### src/rtl/cosim_write_bridge.sv
// ---------------------------------------------------------------------------
// cosim_write_bridge
//
// Collects (addr, data) write transactions from NCH producer channels,
// arbitrates between them round-robin, buffers the granted writes in a
// DEPTH-entry FIFO and drains them to a single output port.  Each write
// consumed downstream produces a one-cycle completion pulse on the
// originating channel's resp_valid bit.
//
// Ports
//   clk         system clock, all state updates on posedge
//   rst         synchronous active-high reset
//   in_valid    [NCH]      per-channel write request
//   in_ready    [NCH]      per-channel accept (one-hot grant)
//   in_addr     [NCH*AW]   channel i at [i*AW +: AW]
//   in_data     [NCH*DW]   channel i at [i*DW +: DW]
//   out_valid              FIFO head valid
//   out_ready              downstream accept
//   out_addr    [AW]       head address
//   out_data    [DW]       head data
//   out_ch      [CW]       originating channel of the head entry
//   resp_valid  [NCH]      completion pulse, one cycle after the pop
//   fifo_level  [LW]       current occupancy
// ---------------------------------------------------------------------------
module cosim_write_bridge #(
    parameter  int NCH   = 4,
    parameter  int AW    = 32,
    parameter  int DW    = 32,
    parameter  int DEPTH = 8,
    localparam int CW    = (NCH > 1) ? $clog2(NCH) : 1,
    localparam int LW    = $clog2(DEPTH + 1)
) (
    input  logic              clk,
    input  logic              rst,
    input  logic [NCH-1:0]    in_valid,
    output logic [NCH-1:0]    in_ready,
    input  logic [NCH*AW-1:0] in_addr,
    input  logic [NCH*DW-1:0] in_data,
    output logic              out_valid,
    input  logic              out_ready,
    output logic [AW-1:0]     out_addr,
    output logic [DW-1:0]     out_data,
    output logic [CW-1:0]     out_ch,
    output logic [NCH-1:0]    resp_valid,
    output logic [LW-1:0]     fifo_level
);

    localparam int PW = $clog2(DEPTH);

    // Unpacked views of the per-channel buses
    logic [AW-1:0] ch_addr [NCH];
    logic [DW-1:0] ch_data [NCH];

    genvar gi;
    generate
        for (gi = 0; gi < NCH; gi++) begin : g_lane
            assign ch_addr[gi] = in_addr[gi*AW +: AW];
            assign ch_data[gi] = in_data[gi*DW +: DW];
        end
    endgenerate

    // FIFO storage
    logic [AW-1:0] mem_addr [DEPTH];
    logic [DW-1:0] mem_data [DEPTH];
    logic [CW-1:0] mem_ch   [DEPTH];

    logic [PW-1:0]  rd_ptr_q, rd_ptr_d;
    logic [PW-1:0]  wr_ptr_q, wr_ptr_d;
    logic [LW-1:0]  level_q,  level_d;
    logic [CW-1:0]  rr_q,     rr_d;
    logic [NCH-1:0] resp_q,   resp_d;

    logic           full;
    logic           grant_any;
    logic [CW-1:0]  grant_idx;
    logic [NCH-1:0] grant_oh;
    logic           push;
    logic           pop;

    // Full blocks the push even when a pop happens in the same cycle, so
    // in_ready never depends on out_ready.
    assign full = (level_q == LW'(DEPTH));

    // Round-robin arbiter: first pass looks at channels at or above rr,
    // second pass wraps around to the lower channels.
    always_comb begin
        grant_any = 1'b0;
        grant_idx = '0;
        if (!rst && !full) begin
            for (int i = 0; i < NCH; i++) begin
                if (!grant_any && in_valid[i] && (CW'(i) >= rr_q)) begin
                    grant_any = 1'b1;
                    grant_idx = CW'(i);
                end
            end
            for (int i = 0; i < NCH; i++) begin
                if (!grant_any && in_valid[i]) begin
                    grant_any = 1'b1;
                    grant_idx = CW'(i);
                end
            end
        end
        grant_oh = grant_any ? (NCH'(1) << grant_idx) : '0;
    end

    assign in_ready  = grant_oh;
    assign push      = grant_any;
    assign out_valid = (level_q != '0);
    assign pop       = out_valid && out_ready;

    // Head is read straight from storage so a write lands on the output
    // one cycle after it is accepted.
    assign out_addr   = mem_addr[rd_ptr_q];
    assign out_data   = mem_data[rd_ptr_q];
    assign out_ch     = mem_ch[rd_ptr_q];
    assign resp_valid = resp_q;
    assign fifo_level = level_q;

    always_comb begin
        wr_ptr_d = push ? wr_ptr_q + PW'(1) : wr_ptr_q;
        rd_ptr_d = pop  ? rd_ptr_q + PW'(1) : rd_ptr_q;
        level_d  = level_q + LW'(push) - LW'(pop);
        rr_d     = rr_q;
        if (grant_any) begin
            rr_d = (grant_idx == CW'(NCH - 1)) ? '0 : grant_idx + CW'(1);
        end
        resp_d = pop ? (NCH'(1) << out_ch) : '0;
    end

    always_ff @(posedge clk) begin
        if (rst) begin
            rd_ptr_q <= '0;
            wr_ptr_q <= '0;
            level_q  <= '0;
            rr_q     <= '0;
            resp_q   <= '0;
        end else begin
            rd_ptr_q <= rd_ptr_d;
            wr_ptr_q <= wr_ptr_d;
            level_q  <= level_d;
            rr_q     <= rr_d;
            resp_q   <= resp_d;
        end
    end

    // Storage needs no reset: push is already suppressed while rst is high
    // and stale entries are unreachable once the level is cleared.
    always_ff @(posedge clk) begin
        if (push) begin
            mem_addr[wr_ptr_q] <= ch_addr[grant_idx];
            mem_data[wr_ptr_q] <= ch_data[grant_idx];
            mem_ch[wr_ptr_q]   <= grant_idx;
        end
    end

endmodule

### config.mk
export PLATFORM = sky130hd
export DESIGN_NAME = cosim_write_bridge
export DESIGN_NICKNAME = d
export VERILOG_FILES = /design/src/rtl/cosim_write_bridge.sv
export SDC_FILE = /design/constraint.sdc
export NUM_CORES = 1
export LEC_CHECK = 0
export ABC_CLOCK_PERIOD_IN_PS = 14000
export CAP_MARGIN = 20
export CORE_ASPECT_RATIO = 2
export CORE_UTILIZATION = 35
export CTS_CLUSTER_SIZE = 24
export DETAILED_ROUTE_END_ITERATION = 7
export HOLD_SLACK_MARGIN = 0.02
export PLACE_DENSITY = 0.59
export SYNTH_ARGS = -nofsm -noshare
export SYNTH_HDL_FRONTEND = slang
export SYNTH_SLANG_ARGS = --single-unit
### constraint.sdc
create_clock -name clk -period 14 [get_ports clk]
set_input_delay 4.2 -clock clk [delete_from_list [all_inputs] [get_ports clk]]
set_output_delay 4.2 -clock clk [all_outputs]
set_load 0.005 [all_outputs]
==> metrics.sh <==
CORE_AREA_MM2=0.0629
ROUTABILITYCONGESTION=0.696
INSERTEDDIODECOUNT=0
CLOCK_TREE.ROOT_CELL='clkbuf_16'
PIN_COUNT=342
MIN_PATH_TYPE='flop to flop'
FINAL_CRITICAL_PATH_SETUP_SLACK_NS=2.59
CRIT_TYPE='input pin to output pin'
FINALCLOCKSKEW_NS=0.0132
CP-END-KIND='output pin'
DRT-TOTAL-WL_UM=50300
GROUTE.USAGE.OVERALL=0.158
TRITONCTS_NUM_SINKS=547
SYNTH_NETS=1233
RUN_STATUS='finished clean'
REPORT.FINAL.HOLD_VIOL_COUNT=0
TIMING.CRITICAL_PATH.FROM_TYPE='input pin'
FINAL_ANTENNA_NET_COUNT=0
POST_CTS.REPAIR.SETUP_BUFFERS=0
COUNT_OF_ENDPOINTS_FAILING_SETUP_IN_THE_FINAL_REPORT=0
GRT_OVERFLOW_TOTAL=0
STARTING_DENSITY_OF_THE_CORE=0.355
SYNTH_WARNINGS=0
CTS_TREE='done'
SLEW_VIOLATIONS=0
DRCVIOLATIONCOUNT=0
DIE_WIDTH_UM=181
SYNTHTOLAYOUTAREAGROWTH_PCT=26.6
DRT-INITIAL-DRC-COUNT=553
YS_SEQ_AREA_FRAC=0.727
SYNTH_EDF_COUNT=528
WIRE_PER_INST_UM=23.4
WORST_SETUP_HOLD_PATH_CLK_SLEW_NS=0.07
ANTENNA_FOUND_INITIAL=0
SYNTHCELLS=957
HPWLAFTERDP_UM=29100
SYNTH_FF_TYPE='edfxtp_1'
GRT_PASS1_WL_UM=75500
VIAS_PER_CELL=5.12
VIA_COUNT=11000
SYN-CELL-AREA_MM2=0.0223
MAX-CLOCK-PATH-BUFFERS=3
MAX_SLEW_MARGIN_VS_LIMIT=0.309
TIMING_WORST_SLEW_PIN_VALUE_NS=1.03
YS_TOP_CELLS_BY_AREA='edfxtp_1 71%, mux4_2 20%, mux2_2 3.3%, dfxtp_1 1.7%, ha_1 0.67%'
CTSHOLDBUFFERS=0
SYNTH_SEQ_CELLS=547
POST_DP_CELL_AREA_MM2=0.0267
IR_WORST_VDD_V=0.000133
CELLLEAKAGEPOWER_nW=8.76
CLOCK.FMAX_GHz=0.0877
NETS=1595
POST-PLACE-WS_NS=2.53
POST-SYNTH-TOP-AREA-FRACTION=0.710
SYNTH.LIB_CELLS_USED.DISTINCT=42
FLOORPLAN.DIE.HEIGHT_UM=359
WORST-PATH-MAX-FANOUT=48
GRT_MAX_DEGREE=99
RSZ0062_AT_GRT='false'
PORT_BUFFERS=341
DIE_AREA_MM2=0.0649
CTS_RESIZED=0
DRIVE_GT1_FRAC=0.282
FILLERINSTANCES=5313
CTS_H_TREE_DEPTH=2
CRITICAL_PATH_ARRIVAL_NS=7.21
SYNTH_AREA_LEADER_CELL='edfxtp_1'
NETLIST_TOP_CELLS_COUNT='528 x edfxtp_1, 196 x mux4_2, 66 x mux2_2, 20 x clkbuf_1, 19 x dfxtp_1'
CTS-BUFFERS-INSERTED=49
DR.PASS1.ITERS=4
CLOCK_INSERTION_DELAY_WORST_SKEW_NS=0.58
MULTI_INPUT_COMB_AREA_MM2=0.00580
SYNTHMOSTINSTANTIATEDCELL='edfxtp_1'
POWERDENSITY_mW_PER_MM2=171
DRV.MAX_CAP_VIOLATION_COUNT=0
STORAGE_ELEMENT_AREA_MM2=0.0162
POSTLAYOUTCELLAREA_MM2=0.0283
SYNTH.AVG_CELL_AREA_UM2=23.4
NUM_ROWS=130
ASYNC_SET_RESET_FLOP_SHARE_OUT_OF_SYNTHESIS=0
SETUP_TOTAL_NEGATIVE_SLACK_NS=0
VIA_COUNT_OF_THE_FIRST_GLOBAL_ROUTING_PASS=12500
FINAL_MIN_PERIOD_OVER_CLOCK_PERIOD=0.815
WORSTPATHREQUIRED_NS=9.80
LAYOUT_MIN_CYCLE_TIME_NS=11.41
-- power breakdown --
group          internal, mW  switching, mW  total, mW  leakage (nW)
registers              2.07         0.0772       2.15          4.95
clock network         0.731          0.594       1.32         0.777
logic                 0.761          0.606       1.37          3.04
total                  3.56           1.28       4.84          8.76
-- worst max-delay path: stages --
cell and delay, ns:
clkdlybuf4s50_1 0.69, or2_4 0.41, nor4_4 0.27, buf_4 0.61, inv_1 0.18, ha_1 0.24
and2_1 0.13, clkdlybuf4s50_1 0.45
-- state kept, by name (all words and copies together) (netlist names), named ones only --
signal and cells:
fifo_level 4, mem_addr 256, mem_ch 16, mem_data 256
rd_ptr_q 3, resp_valid 4, rr_q 2, wr_ptr_q 3
-- metrics by stage --
stage | util | hold slack [ns] | total power, mW | cells
after detailed placement | 0.424 | 0.510 | 3.60 | 2060
after floorplan | - | 0.454 | 3.00 | 957
after global routing | 0.449 | 0.553 | 5.06 | 2151
after CTS | 0.449 | 0.524 | 4.93 | 2151
after global placement | 0.424 | 0.485 | 3.57 | 2059
final | 0.449 | 0.523 | 4.84 | 2151
-- worst paths after layout --
kind                            slack (ns)         endpoint  cells after the start          start
worst max-delay path                  2.59      in_ready[0]                      8            rst
worst min-delay path                  0.52             flop                      2    rd_ptr_q[1]
worst max register to register       10.54  mem_addr[7][13]                      8  fifo_level[2]
worst min register to register        0.52             flop                      2    rd_ptr_q[1]
-- metal layers --
layer  track usage  share of wire  vias to the layer above
li1              -              -                     4815
met1         0.178           0.38                     5810
met2         0.302           0.56                      322
met3        0.0216          0.039                       71
met4        0.0488          0.023                        0
met5             0              0                        -
-- cell families after synthesis --
family                     synth area share
DFF                                   0.727
muxes                                 0.231
buffers and inverters                0.0162
and+or+nand+nor                      0.0133
adders and majority gates           0.00761
AOI/OAI and AO/OA                   0.00314
xor gates and xnor gates            0.00196
-- final cells by class --
type,count,area share
Sequential cell,547,0.574
Multi-Input combinational cell,342,0.205
Timing Repair Buffer,365,0.128
Clock buffer,59,0.0465
Tap cell,792,0.0350
Clock inverter,32,0.00911
Inverter,14,0.00186
-- placed cells by master (no fill, tap or decap), drive strengths merged, types with 2 or more instances in the layout --
cell           count
a21oi              6
and2               4
buf               24
bufinv             3
clkbuf            59
clkdlybuf4s50    341
clkinv            22
clkinvlp           3
dfxtp             19
edfxtp           528
ha                12
inv               18
mux2              66
mux4             196
nand2              8
nand2b             2
nand3              2
nor2              11
nor2b              3
nor3               3
nor3b              4
nor4               3
nor4b              2
o21ai              4
or3                3
or3b               2
xnor2              2
xor2               3
No activity file was read; power rests on OpenSTA's default activity.
==> patch 1 (config.mk and constraints unchanged) <==
Put one more register stage on the output `fifo_level`, without a reset. The value now appears one clock later. The other outputs are not delayed to match.
--- a/src/rtl/cosim_write_bridge.sv
+++ b/src/rtl/cosim_write_bridge.sv
@@ -114,7 +114,9 @@
     assign out_data   = mem_data[rd_ptr_q];
     assign out_ch     = mem_ch[rd_ptr_q];
     assign resp_valid = resp_q;
-    assign fifo_level = level_q;
+    always_ff @(posedge clk) begin
+        fifo_level <= level_q;
+    end
 
     always_comb begin
         wr_ptr_d = push ? wr_ptr_q + PW'(1) : wr_ptr_q;
Function: changed (a bounded check fails within 4 cycles, from zero or initial values and one cycle with rst high).
==> patch 1 against the original RTL <==
  * Largest cell class unchanged
  * Final area is 0.23% higher
  * Sequential cell count is 4 higher
  * Power is 0.62% higher
  * First-iteration DRC count is 3.6% higher
  * Setup slack worse by 49 ps
  * Synthesized area is 0.35% higher
  * Routed wire length is 0.97% lower
==> patch 1: results (changes against the original RTL) <==
| Metric | Value |
|---|---|
| Total Power | `4.87 mW (+0.62%)` |
| Compound-Gate Fraction of Synth Area | `0.312% (-0.0011 points)` |
| Top cells by area, synth | `edfxtp_1 71%, mux4_2 20%, mux2_2 3.3%` |
| Cell Int Power | `3.62 mW (+1.8%)` |
| Met2 GRT Util | `30.3% (+0.083 points)` |
| DRT iter0 DRCs | `573 (+3.6%)` |
| Synth top cells by count | `528 x edfxtp_1, 196 x mux4_2, 66 x mux2_2` |
| Post-synthesis cell type count | `41 (-2.4%)` |
| WP data arrival | `7260 ps (+50 ps)` |
| Total track usage | `15.7% (-0.092 points)` |
| Met3 wire length | `2280 um (+16%)` |
| Critical path's largest stage delay | `710 ps (+20 ps)` |
| Placer congestion estimate | `0.720 (+3.4%)` |
| Global-route wire length before repair | `75900 um (+0.62%)` |
| Sequential area share after synthesis | `72.8% (+0.11 points)` |
| Status | `finished clean` |
| Met3 Track Usage GR | `2.48% (+0.32 points)` |
| Xor and xnor fraction of the mapped netlist area | `0.195% (-0.00068 points)` |
| Min-delay src | `level_q[2]` |
| Combinational Power Share | `27.8% (-0.4 points)` |
| Final nets | `1599 (+0.25%)` |
| Worst reg2reg path startpoint | `level_q[2]` |
| Via count | `11019 (+0.0091%)` |
| Routed wire length | `49900 um (-0.97%)` |
| Worst Hold Depth | `0 (-2)` |
| Syn_nets | `1237 (+0.32%)` |
| Layout cell share with drive strength beyond 1 | `27.5% (-0.64 points)` |
| Vias in the first global route | `12680 (+1.4%)` |
[patch 1: area by class of cell]
cell class | count | area, um2
Inverter | 14 | 52.6
Tap cell | 792 | 991
Sequential cell | 551 | 16300
Fill cell | 5433 | 34800
Clock buffer | 58 | 1280
Multi-Input combinational cell | 342 | 5800
Timing Repair Buffer | 366 | 3600
Clock inverter | 27 | 303
[patch 1: worst reg2reg max path: stages (launching register included)]
cell and delay [ps]:
dfxtp_1 330, inv_1 80, ha_1 190, nor3b_1 150, or2_4 270, a211oi_4 640
buf_4 590, buf_4 740, mux4_2 760
[patch 1: metrics by stage]
step / std cells / instance area, um2 / hold WS, ps / util, %
final: 2150 / 28400 / 352 / 44.9
after global placement: 2065 / 26800 / 340 / 42.4
after floorplan: 961 / 22400 / 331 / -
after global routing: 2150 / 28400 / 367 / 44.9
after CTS: 2150 / 28400 / 360 / 44.9
after detailed placement: 2065 / 26800 / 353 / 42.4
==> patch 2 (same settings) <==
Without the edit above. The parameter `AW` goes from 32 to 64.
--- a/src/rtl/cosim_write_bridge.sv
+++ b/src/rtl/cosim_write_bridge.sv
@@ -24,7 +24,7 @@
 // ---------------------------------------------------------------------------
 module cosim_write_bridge #(
     parameter  int NCH   = 4,
-    parameter  int AW    = 32,
+    parameter  int AW    = 64,
     parameter  int DW    = 32,
     parameter  int DEPTH = 8,
     localparam int CW    = (NCH > 1) ? $clog2(NCH) : 1,
Interface: changed (resized in_addr and out_addr); port bits go from 342 to 502. The function was not compared with the original's and may differ.
==> patch 2 against the original RTL <==
  * Routed wire length rose by 58%
  * First-iteration DRC count rose by 91%
  * Final cell count rose by 59%
  * Power rose by 49%
  * Synthesized area rose by 47%
  * Setup slack improved by 110 ps
  * Sequential cell count rose by 256
  * Sequential share of layout area rose by 0.37 points
  * Fmax rose by 0.97%
  * Core utilization fell by 0.38 points
  * Clock power rose by 41%
  * Count of clock-buffer cells in the layout rose by 30
  * Final area rose by 46%
==> patch 2: results (changes against the original RTL) <==
| Metric | Value |
|---|---|
| Post-synthesis cell type count | `45 (+7.1%)` |
| Initial antenna violation count | `2 (+2)` |
| Worst-Margin Slew | `1070 ps (+38.5 ps)` |
| Peak VDD IR | `0.000148 V (+11%)` |
| Global-route wire length before repair | `117000 um (+55%)` |
| Max layer used | `met4` |
| Min-Delay Path Class | `reg2reg` |
| Metal-1 WL | `31000 um (+62%)` |
| Post-DR wirelength/cell | `23.3 um (-0.63%)` |
| Vias in the first global route | `19679 (+57%)` |
| Clock insertion delay at the later pin of the skew report | `650 ps (+70 ps)` |
| Clock buffer count from CTS | `71 (+45%)` |
| Deepest clock path buffer count | `3 (unchanged)` |
| Post-synth top flop | `edfxtp_1` |
| Met3 wire length | `4610 um (+140%)` |
| Post-synth ARST share | `0% (unchanged)` |
| Leakage power | `12.8 nW (+46%)` |
| Total track usage | `16.7% (+0.94 points)` |
| Final Slew Violations | `0 (unchanged)` |
| Fillers | `8122 (+53%)` |
| Drt first pass iters | `4 (unchanged)` |
| EDFF count, synth | `784 (+48%)` |
| Top cells by area, synth | `edfxtp_1 72%, mux4_2 13%, mux2_2 3.4%` |
| Status | `finished clean` |
| Placer congestion estimate | `0.722 (+3.7%)` |
| Routed met2 length | `42500 um (+52%)` |
| WP data arrival | `7100 ps (-110 ps)` |
| Clock-pin slew on the worst setup and hold paths | `about 60 ps` |
| Largest regs | `mem_addr x512, mem_data x256, mem_ch x16` |
| Syn_nets | `2089 (+69%)` |
| Clock Skews | `22.1 ps (+8.89 ps)` |
| Layout cell share with drive strength beyond 1 | `21.6% (-6.6 points)` |
| Largest net degree at the start of global routing | `101 (+2.0%)` |
| Placed cell area | `39200 um2 (+47%)` |
| Sequential area share after synthesis | `72.8% (+0.098 points)` |
| Total number of yosys warnings | `0 (unchanged)` |
| DRT iter0 DRCs | `1058 (+91%)` |
| Dpl hpwl | `46800 um (+61%)` |
| CP max FO | `46 (-4.2%)` |
| Final nets | `2578 (+62%)` |
| Post-CTS Setup Bufs | `0 (unchanged)` |
| Post-cts resize count | `0 (unchanged)` |
| H-Tree Level Count | `3 (+1)` |
| Hold-fix buffers, CTS | `0 (unchanged)` |
| PortBufs | `501 (+47%)` |
| Via count | `17827 (+62%)` |
| Clock root cell | `clkbuf_16` |
| Synth top cells by count | `784 x edfxtp_1, 201 x nand2_1, 196 x mux4_2` |
patch 2: layout make-up:
class                           count  area share [%]
Inverter                           11           0.103
Multi-Input combinational cell    761            20.5
Timing Repair Buffer              526            12.7
Sequential cell                   803            57.8
Tap cell                         1200            3.63
Clock buffer                       89            4.50
Antenna cell                        1         0.00604
Clock inverter                     36           0.728
patch 2: logic make-up (layout without fill, tap and decap cells):
| logic type | after synthesis | after routing | synth area share [%] |
|---|---|---|---|
| xor+xnor | 6 | 6 | 0.160 |
| fa+ha+maj | 13 | 13 | 0.517 |
| simple gates | 333 | 333 | 4.37 |
| buf+inv | 121 | 662 | 1.72 |
| mux | 296 | 296 | 16.8 |
| compound gates | 113 | 113 | 3.64 |
| other cells | 0 | 1 | 0 |
| flops | 803 | 803 | 72.8 |
patch 2: layer usage:
layer  global-route usage [%]  vias to the layer above
met2                     30.8                      617
met4                     5.01                        0
met3                     3.24                       98
li1                         -                     7909
met5                        0                        -
met1                     19.3                     9203
patch 2: worst paths after layout:
check | slack [ps] | depth (start not counted) | from | endpoint
worst max register to register | 9970 | 7 | rr_q[1] | mem_addr[4][49]
worst min-delay path | 480 | 2 | rd_ptr_q[1] | flip-flop
worst max-delay path | 2700 | 8 | in_valid[1] | in_ready[2]
worst min register to register | 480 | 2 | rd_ptr_q[1] | flip-flop
patch 2: report_power, final:
group	total [mW]	internal, mW	leakage (nW)	switching [mW]
Clock	1.86	0.996	1.04	0.861
Combinational	2.15	1.10	4.56	1.05
Sequential	3.19	3.10	7.24	0.0870
patch 2: critical path: stages:
cell,delay (ps)
clkdlybuf4s50_1,550
a21boi_1,370
o221a_4,680
and2_4,370
clkinv_2,130
ha_1,210
and2_1,140
clkdlybuf4s50_1,440
patch 2: stage by stage:
step                      power (mW)  utilization [%]  setup WS, ps  cells
after CTS                       7.31             44.6          2680   3426
final                           7.19             44.6          2700   3427
after global routing            7.53             44.6          2540   3427
after floorplan                 4.55                -         -1760   1685
after global placement          5.39             42.2          2740   3301
after detailed placement        5.45             42.2          2690   3301
